## config.mk

```make
export PLATFORM = sky130hd
export DESIGN_NAME = mem_interconnect_rr
export DESIGN_NICKNAME = d
export VERILOG_FILES = /design/src/rtl/mem_interconnect_rr.sv
export SDC_FILE = /design/constraint.sdc
export NUM_CORES = 1
export LEC_CHECK = 0
export CAP_MARGIN = 10
export CELL_PAD_IN_SITES_DETAIL_PLACEMENT = 2
export CELL_PAD_IN_SITES_GLOBAL_PLACEMENT = 2
export CORE_AREA = 2 2 309 311
export DETAILED_ROUTE_END_ITERATION = 12
export DIE_AREA = 0 0 311 313
export GPL_TIMING_DRIVEN = 1
export PLACE_DENSITY = 0.65
export SLEW_MARGIN = 20
export SYNTH_ARGS = -nofsm -noshare
export SYNTH_HDL_FRONTEND = slang
export SYNTH_SLANG_ARGS = --single-unit
```

## constraint.sdc

```tcl
create_clock -name clk -period 4.15 [get_ports clk]
set_clock_uncertainty 0.1 [all_clocks]
set_input_delay 0.415 -clock clk [delete_from_list [all_inputs] [get_ports clk]]
set_output_delay 0.415 -clock clk [all_outputs]
set_load 0.01 [all_outputs]
```

## src/rtl/mem_interconnect_rr.sv

```systemverilog
// mem_interconnect_rr
// Core-to-memory interconnect. NUM_CORES request ports share one memory
// port through a round-robin arbiter. A grant is held for a burst of beats
// whose length comes from the first beat's access_length: 0 counts as 1,
// and anything above MAX_BURST is cut to MAX_BURST. Memory responses are
// registered once and routed back to the core named by core_id.
//
// Ports
//   clk           clock, all logic on posedge
//   reset         asynchronous active-low reset
//   core_req[i]   request from core i; .vld qualifies
//   core_req_rdy  bit i set when core i's beat is accepted this cycle
//   core_rsp[i]   registered one-cycle response pulse to core i
//   mem_req       arbitrated request to memory; all-zero when idle
//   mem_req_rdy   memory accepts mem_req this cycle
//   mem_rsp       memory response; .vld qualifies, .core_id selects the core
//   bad_id_cnt    saturating count of responses dropped for a bad core_id
//   dbg_state     arbiter state, 0 = IDLE, 1 = BURST
//
// Handshake: a beat transfers in a cycle where mem_req.vld and mem_req_rdy
// are both high. The same cycle raises core_req_rdy for the owning core.
// While mem_req_rdy is low the request stays on mem_req and the arbiter
// holds its state.
//
// Build option: define MEM_INTERCONNECT_BAD_ID_CNT_EN to include the
// bad_id_cnt counter. Without it bad_id_cnt is tied to zero.
//
// ID_W must not exceed the width of request_t.core_id.

package mem_interconnect_rr_pkg;
    localparam int CORE_ID_BITS = 4;

    typedef struct packed {
        logic                    vld;
        logic [CORE_ID_BITS-1:0] core_id;
        logic [7:0]              access_length;
        logic                    we;
        logic [31:0]             addr;
        logic [31:0]             data;
    } request_t;
endpackage

module mem_interconnect_rr
    import mem_interconnect_rr_pkg::*;
#(
    parameter int NUM_CORES = 4,
    parameter int MAX_BURST = 8,
    parameter int ID_W      = 4
) (
    input  logic                 clk,
    input  logic                 reset,
    input  request_t             core_req [NUM_CORES],
    output logic [NUM_CORES-1:0] core_req_rdy,
    output request_t             core_rsp [NUM_CORES],
    output request_t             mem_req,
    input  logic                 mem_req_rdy,
    input  request_t             mem_rsp,
    output logic [15:0]          bad_id_cnt,
    output logic                 dbg_state
);
    localparam int PTR_W  = $clog2(NUM_CORES);
    localparam int BEAT_W = $clog2(MAX_BURST + 1);

    typedef enum logic {IDLE = 1'b0, BURST = 1'b1} state_t;

    state_t            state;
    logic [PTR_W-1:0]  ptr;
    logic [PTR_W-1:0]  locked;
    logic [PTR_W-1:0]  sel;
    logic              found;
    logic [BEAT_W-1:0] beats_left;
    logic [BEAT_W-1:0] first_len;
    logic [31:0]       rsp_id;
    logic              rsp_id_ok;

    // Index after i, wrapping for NUM_CORES values that are not powers of 2.
    function automatic logic [PTR_W-1:0] next_idx(input logic [PTR_W-1:0] i);
        if (int'(i) == NUM_CORES - 1) return '0;
        return i + PTR_W'(1);
    endfunction

    // First requesting core in the order ptr, ptr+1, ... (mod NUM_CORES).
    always_comb begin : arb_scan
        int idx;
        sel   = ptr;
        found = 1'b0;
        idx   = 0;
        for (int k = 0; k < NUM_CORES; k++) begin
            idx = int'(ptr) + k;
            if (idx >= NUM_CORES) idx = idx - NUM_CORES;
            if (!found && core_req[idx].vld) begin
                sel   = PTR_W'(idx);
                found = 1'b1;
            end
        end
    end

    // Burst length of the selected core's request after 0->1 and clipping.
    always_comb begin
        first_len = BEAT_W'(MAX_BURST);
        if (core_req[sel].access_length == 8'd0)
            first_len = BEAT_W'(1);
        else if (32'(core_req[sel].access_length) < 32'(MAX_BURST))
            first_len = BEAT_W'(core_req[sel].access_length);
    end

    // Request mux. It is combinational, and it is held at zero while reset is
    // asserted so nothing leaks out of the asynchronous reset window.
    always_comb begin
        mem_req      = '0;
        core_req_rdy = '0;
        if (reset) begin
            if (state == BURST) begin
                if (core_req[locked].vld) begin
                    mem_req              = core_req[locked];
                    core_req_rdy[locked] = mem_req_rdy;
                end
            end else if (found) begin
                mem_req           = core_req[sel];
                core_req_rdy[sel] = mem_req_rdy;
            end
        end
    end

    always_ff @(posedge clk or negedge reset) begin
        if (!reset) begin
            state      <= IDLE;
            ptr        <= '0;
            locked     <= '0;
            beats_left <= '0;
        end else begin
            case (state)
                IDLE: begin
                    if (found && mem_req_rdy) begin
                        if (first_len == BEAT_W'(1)) begin
                            ptr <= next_idx(sel);
                        end else begin
                            state      <= BURST;
                            locked     <= sel;
                            beats_left <= first_len - BEAT_W'(1);
                        end
                    end
                end
                BURST: begin
                    // When the owner drops vld, the rest of the burst is
                    // abandoned. This happens even if memory is stalling.
                    if (!core_req[locked].vld) begin
                        state      <= IDLE;
                        ptr        <= next_idx(locked);
                        beats_left <= '0;
                    end else if (mem_req_rdy) begin
                        beats_left <= beats_left - BEAT_W'(1);
                        if (beats_left == BEAT_W'(1)) begin
                            state <= IDLE;
                            ptr   <= next_idx(locked);
                        end
                    end
                end
            endcase
        end
    end

    assign dbg_state = (state == BURST);

    // Response routing. Every core_rsp is rewritten each cycle, so a response
    // shows up as a single-cycle pulse. An out-of-range id reaches no core.
    assign rsp_id    = 32'(mem_rsp.core_id[ID_W-1:0]);
    assign rsp_id_ok = (rsp_id < 32'(NUM_CORES));

    always_ff @(posedge clk or negedge reset) begin
        if (!reset) begin
            for (int i = 0; i < NUM_CORES; i++) core_rsp[i] <= '0;
        end else begin
            for (int i = 0; i < NUM_CORES; i++)
                core_rsp[i] <= (mem_rsp.vld && rsp_id_ok && rsp_id == 32'(i)) ? mem_rsp : '0;
        end
    end

`ifdef MEM_INTERCONNECT_BAD_ID_CNT_EN
    logic [15:0] bad_cnt_q;

    always_ff @(posedge clk or negedge reset) begin
        if (!reset)
            bad_cnt_q <= 16'h0000;
        else if (mem_rsp.vld && !rsp_id_ok && bad_cnt_q != 16'hFFFF)
            bad_cnt_q <= bad_cnt_q + 16'd1;
    end

    assign bad_id_cnt = bad_cnt_q;
`else
    assign bad_id_cnt = 16'h0000;
`endif

endmodule

```

==> impl_metrics.yaml <==
detailed_routing:
  via_per_inst: 4.10
  dr.first_iter.drc_count: 548
  wirelength_mm: 75.5
  vias: 13200
  wl_per_cell_um: 23.4
  drc: 0
  dr.pass1.iters: 4
  ant_nets: 0
synthesis:
  syn-instance-count: 1140
  synth_edf_count: 0
  async_flop_share_pct: 100
  synth.area.top_cells: "dfrtp_1, mux4_2, and2_1"
  ys_top_cells_by_count: "dfrtp_1, and2_1, mux4_2, a22oi_1, nor2b_1"
  yosysTopAreaCellShare_pct: 51.2
  synth_area_per_cell_sq_um: 13.8
  synth_area_sq_um: 15700
  ys_seq_area_share_pct: 51.2
  synthMuxAreaShare_pct: 22.6
  synth_adder_area_share_pct: 0.957
  synthDistinctLibCells: 49
  synth_top_family_by_area: "multiplexers"
  ys_warn_count: 0
  synth.most_common_cell: "dfrtp_1"
  synth_flop_cell: "dfrtp_1"
  synth-seq-cells: 321
  synthSimpleGateAreaFrac_pct: 16.5
  synthXorXnorAreaFrac_pct: 0.0558
  yosys.area.top_type: "dfrtp_1"
  synth-compound-area-share_pct: 5.27
grt:
  gr-usage-met3_pct: 4.45
  top_usage_layer: "met2"
  grt_max_degree: 125
  met1_usage_pct: 16.5
  grt_antenna_before_repair: 12
  grt_use_total_pct: 15.0
  grt_pass1_wl_mm: 110
  grtUsageMet2_pct: 27.7
  grt_pass1_vias: 15400
  grt-ovfl-total: 0
power_and_ir_drop:
  power_mw: 12.1
  p_leak_nw: 10.8
  p_per_area_nw_per_um2: 455
  ir_worst_vdd_uv: 265
sta:
  rsz0062_at_grt: "false"
  fin_crit_sh_pct: 95.0
  setup_viol: 0
  tightest_slew_ns: 0.951
  final_hold_viol_count: 0
  drv_slew: 0
  fmax_mhz: 254
  fin_crit_ns: 3.94
  timing.max_slew.rel_slack_pct: 36.3
  fin_hold_ws_ns: 0.326
  fin_setup_tns_ns: 0
critical_path:
  cp_slowest_cell: "clkdlybuf4s50_1"
  path_buf_inv: 2
  start_kind: "flip-flop"
  cp_top_family: "compound AO/OA/AOI/OAI gates"
  crit_arrival_ns: 3.43
  path_class: "flip-flop to output pin"
  critPathRequiredTime_ns: 3.63
  setup.worst_path.end_class: "output pin"
  worstPathMaxFanout: 11
  critPathMaxStageDelay_ns: 0.57
  cp_cell_sequence: "nor3_1 > a31o_1 > o31ai_4 > buf_12 > mux4_2 > a22oi_1 > nor2b_1 > clkdlybuf4s50_1"
finish:
  drive_above_1_share_pct: 14.8
  nNetsFinal: 2337
  syn_to_final_growth_pct: 69.3
floorplan:
  die-height_um: 313
  fp.dieW_um: 311
  fp-row-count: 113
  core-area_sq_um: 94200
  initial_core_util_pct: 16.7
  ios: 804
  die_area_sq_um: 97300
clock_tree:
  clkLatencyLatePin_ns: 0.55
  cts_tree: "yes"
  clock_sinks: 321
  numCtsBuffers: 36
  clock_path_buffers: 3
  ctsHtreeMaxLevel: 2
  clockRootBuffer: "clkbuf_16"
  path_clk_slew_ns: 0.06
status:
  status: "complete, no violations"
job:
  drv_cap: 0
placed_design:
  portBuffers: 787
  gp_congestion: 0.806
  hpwl_mm: 59.3
worst_hold_path:
  hp-class: "primary input to async pin"
-- cell families (layout without fill, tap and decap cells) --
logic type / after synthesis / in the layout
DFF: 321 / 321
xor gates and xnor gates: 1 / 1
adders and majority gates: 12 / 12
AOI/OAI and AO/OA: 104 / 104
muxes: 159 / 159
buffers and inverters: 123 / 912
other: 1 / 32
and+or+nand+nor: 419 / 419
-- routing by layer --
| layer | vias to the layer above | wire length (um) |
|---|---|---|
| met4 | 8 | 2190 |
| met3 | 112 | 5530 |
| met5 | - | 51 |
| met1 | 6882 | 28000 |
| li1 | 5613 | - |
| met2 | 598 | 39700 |
-- worst paths after layout --
kind | from | end | slack (ns) | depth (start not counted)
max in group asynchronous | reset | core_rsp[232]$_DFF_PN0_ | 1.93 | 4
hold reg to reg | beats_left[1]$_DFFE_PN0P_ | beats_left[1]$_DFFE_PN0P_ | 0.47 | 1
setup reg to reg | ptr[1]$_DFFE_PN0P_ | locked[1]$_DFFE_PN0P_ | 0.49 | 13
hold / removal | reset | beats_left[3]$_DFFE_PN0P_ | 0.33 | 2
min in group clk | mem_rsp[7] | core_rsp[85]$_DFF_PN0_ | 0.39 | 2
setup / recovery | ptr[1]$_DFFE_PN0P_ | mem_req[66] | 0.21 | 8
-- metrics by stage --
stage	setup slack (ns)	std cells	cell area, sq um	utilization, %
after floorplan	0.728	1167	15800	-
after global placement	0.0460	3155	25300	26.9
after detailed placement	-0.0563	3155	25300	26.9
after CTS	0.0219	3219	26500	28.1
after global routing	0.0162	3223	26500	28.2
final	0.208	3225	26600	28.2
-- registers in the layout, indices dropped and copies added (netlist names) --
signal      count
locked          2
ptr             2
core_rsp      312
beats_left      4
dbg_state       1
-- where the power goes --
part | switching (mW) | internal [mW]
combinational | 2.65 | 2.93
sequential | 0.121 | 3.21
clock | 1.35 | 1.82
-- layout make-up --
type                       instances  area (sq um)
antenna                            4          10.0
clock inverter                    15           151
multi-input combinational        723          7260
sequential                       321          8040
clock buffer                      47           992
fill                           10000         67600
inverter                          15          56.3
tap                             1265          1580
timing repair buffer             835          8460
-- worst register-to-register path: cells and delay by family, from the launching register on --
family	cells	cell delay, ns
AOI/OAI and AO/OA	3	0.99
muxes	2	0.84
and+or+nand+nor	5	0.73
DFF	1	0.44
buffers and inverters	2	0.26
adders and majority gates	1	0.21
-- cells in the final DEF, fill, tap and decap left out, drive strengths merged, types with 5 or more instances in the layout --
cell,instances
clkdlybuf4s50,776
dfrtp,321
and2,295
mux4,155
a22oi,83
nor2b,79
buf,57
clkbuf,48
conb,28
nor2,16
inv,16
ha,12
clkinv,9
nand2,5
nand3,5
nor3,5
-- repair_timing --
| action | 4_1_cts | 5_1_grt |
|---|---|---|
| endpoints found under the setup margin | 7 | 34 |
| resized for setup | 1 | 8 |
| hold buffers | 1 | 0 |
| pin swaps | 1 | 2 |
| cloned | 0 | 1 |
| endpoints found under the hold margin | 9 | 0 |
| setup buffers | 1 | 1 |
Power figures use the tool's default switching activity.
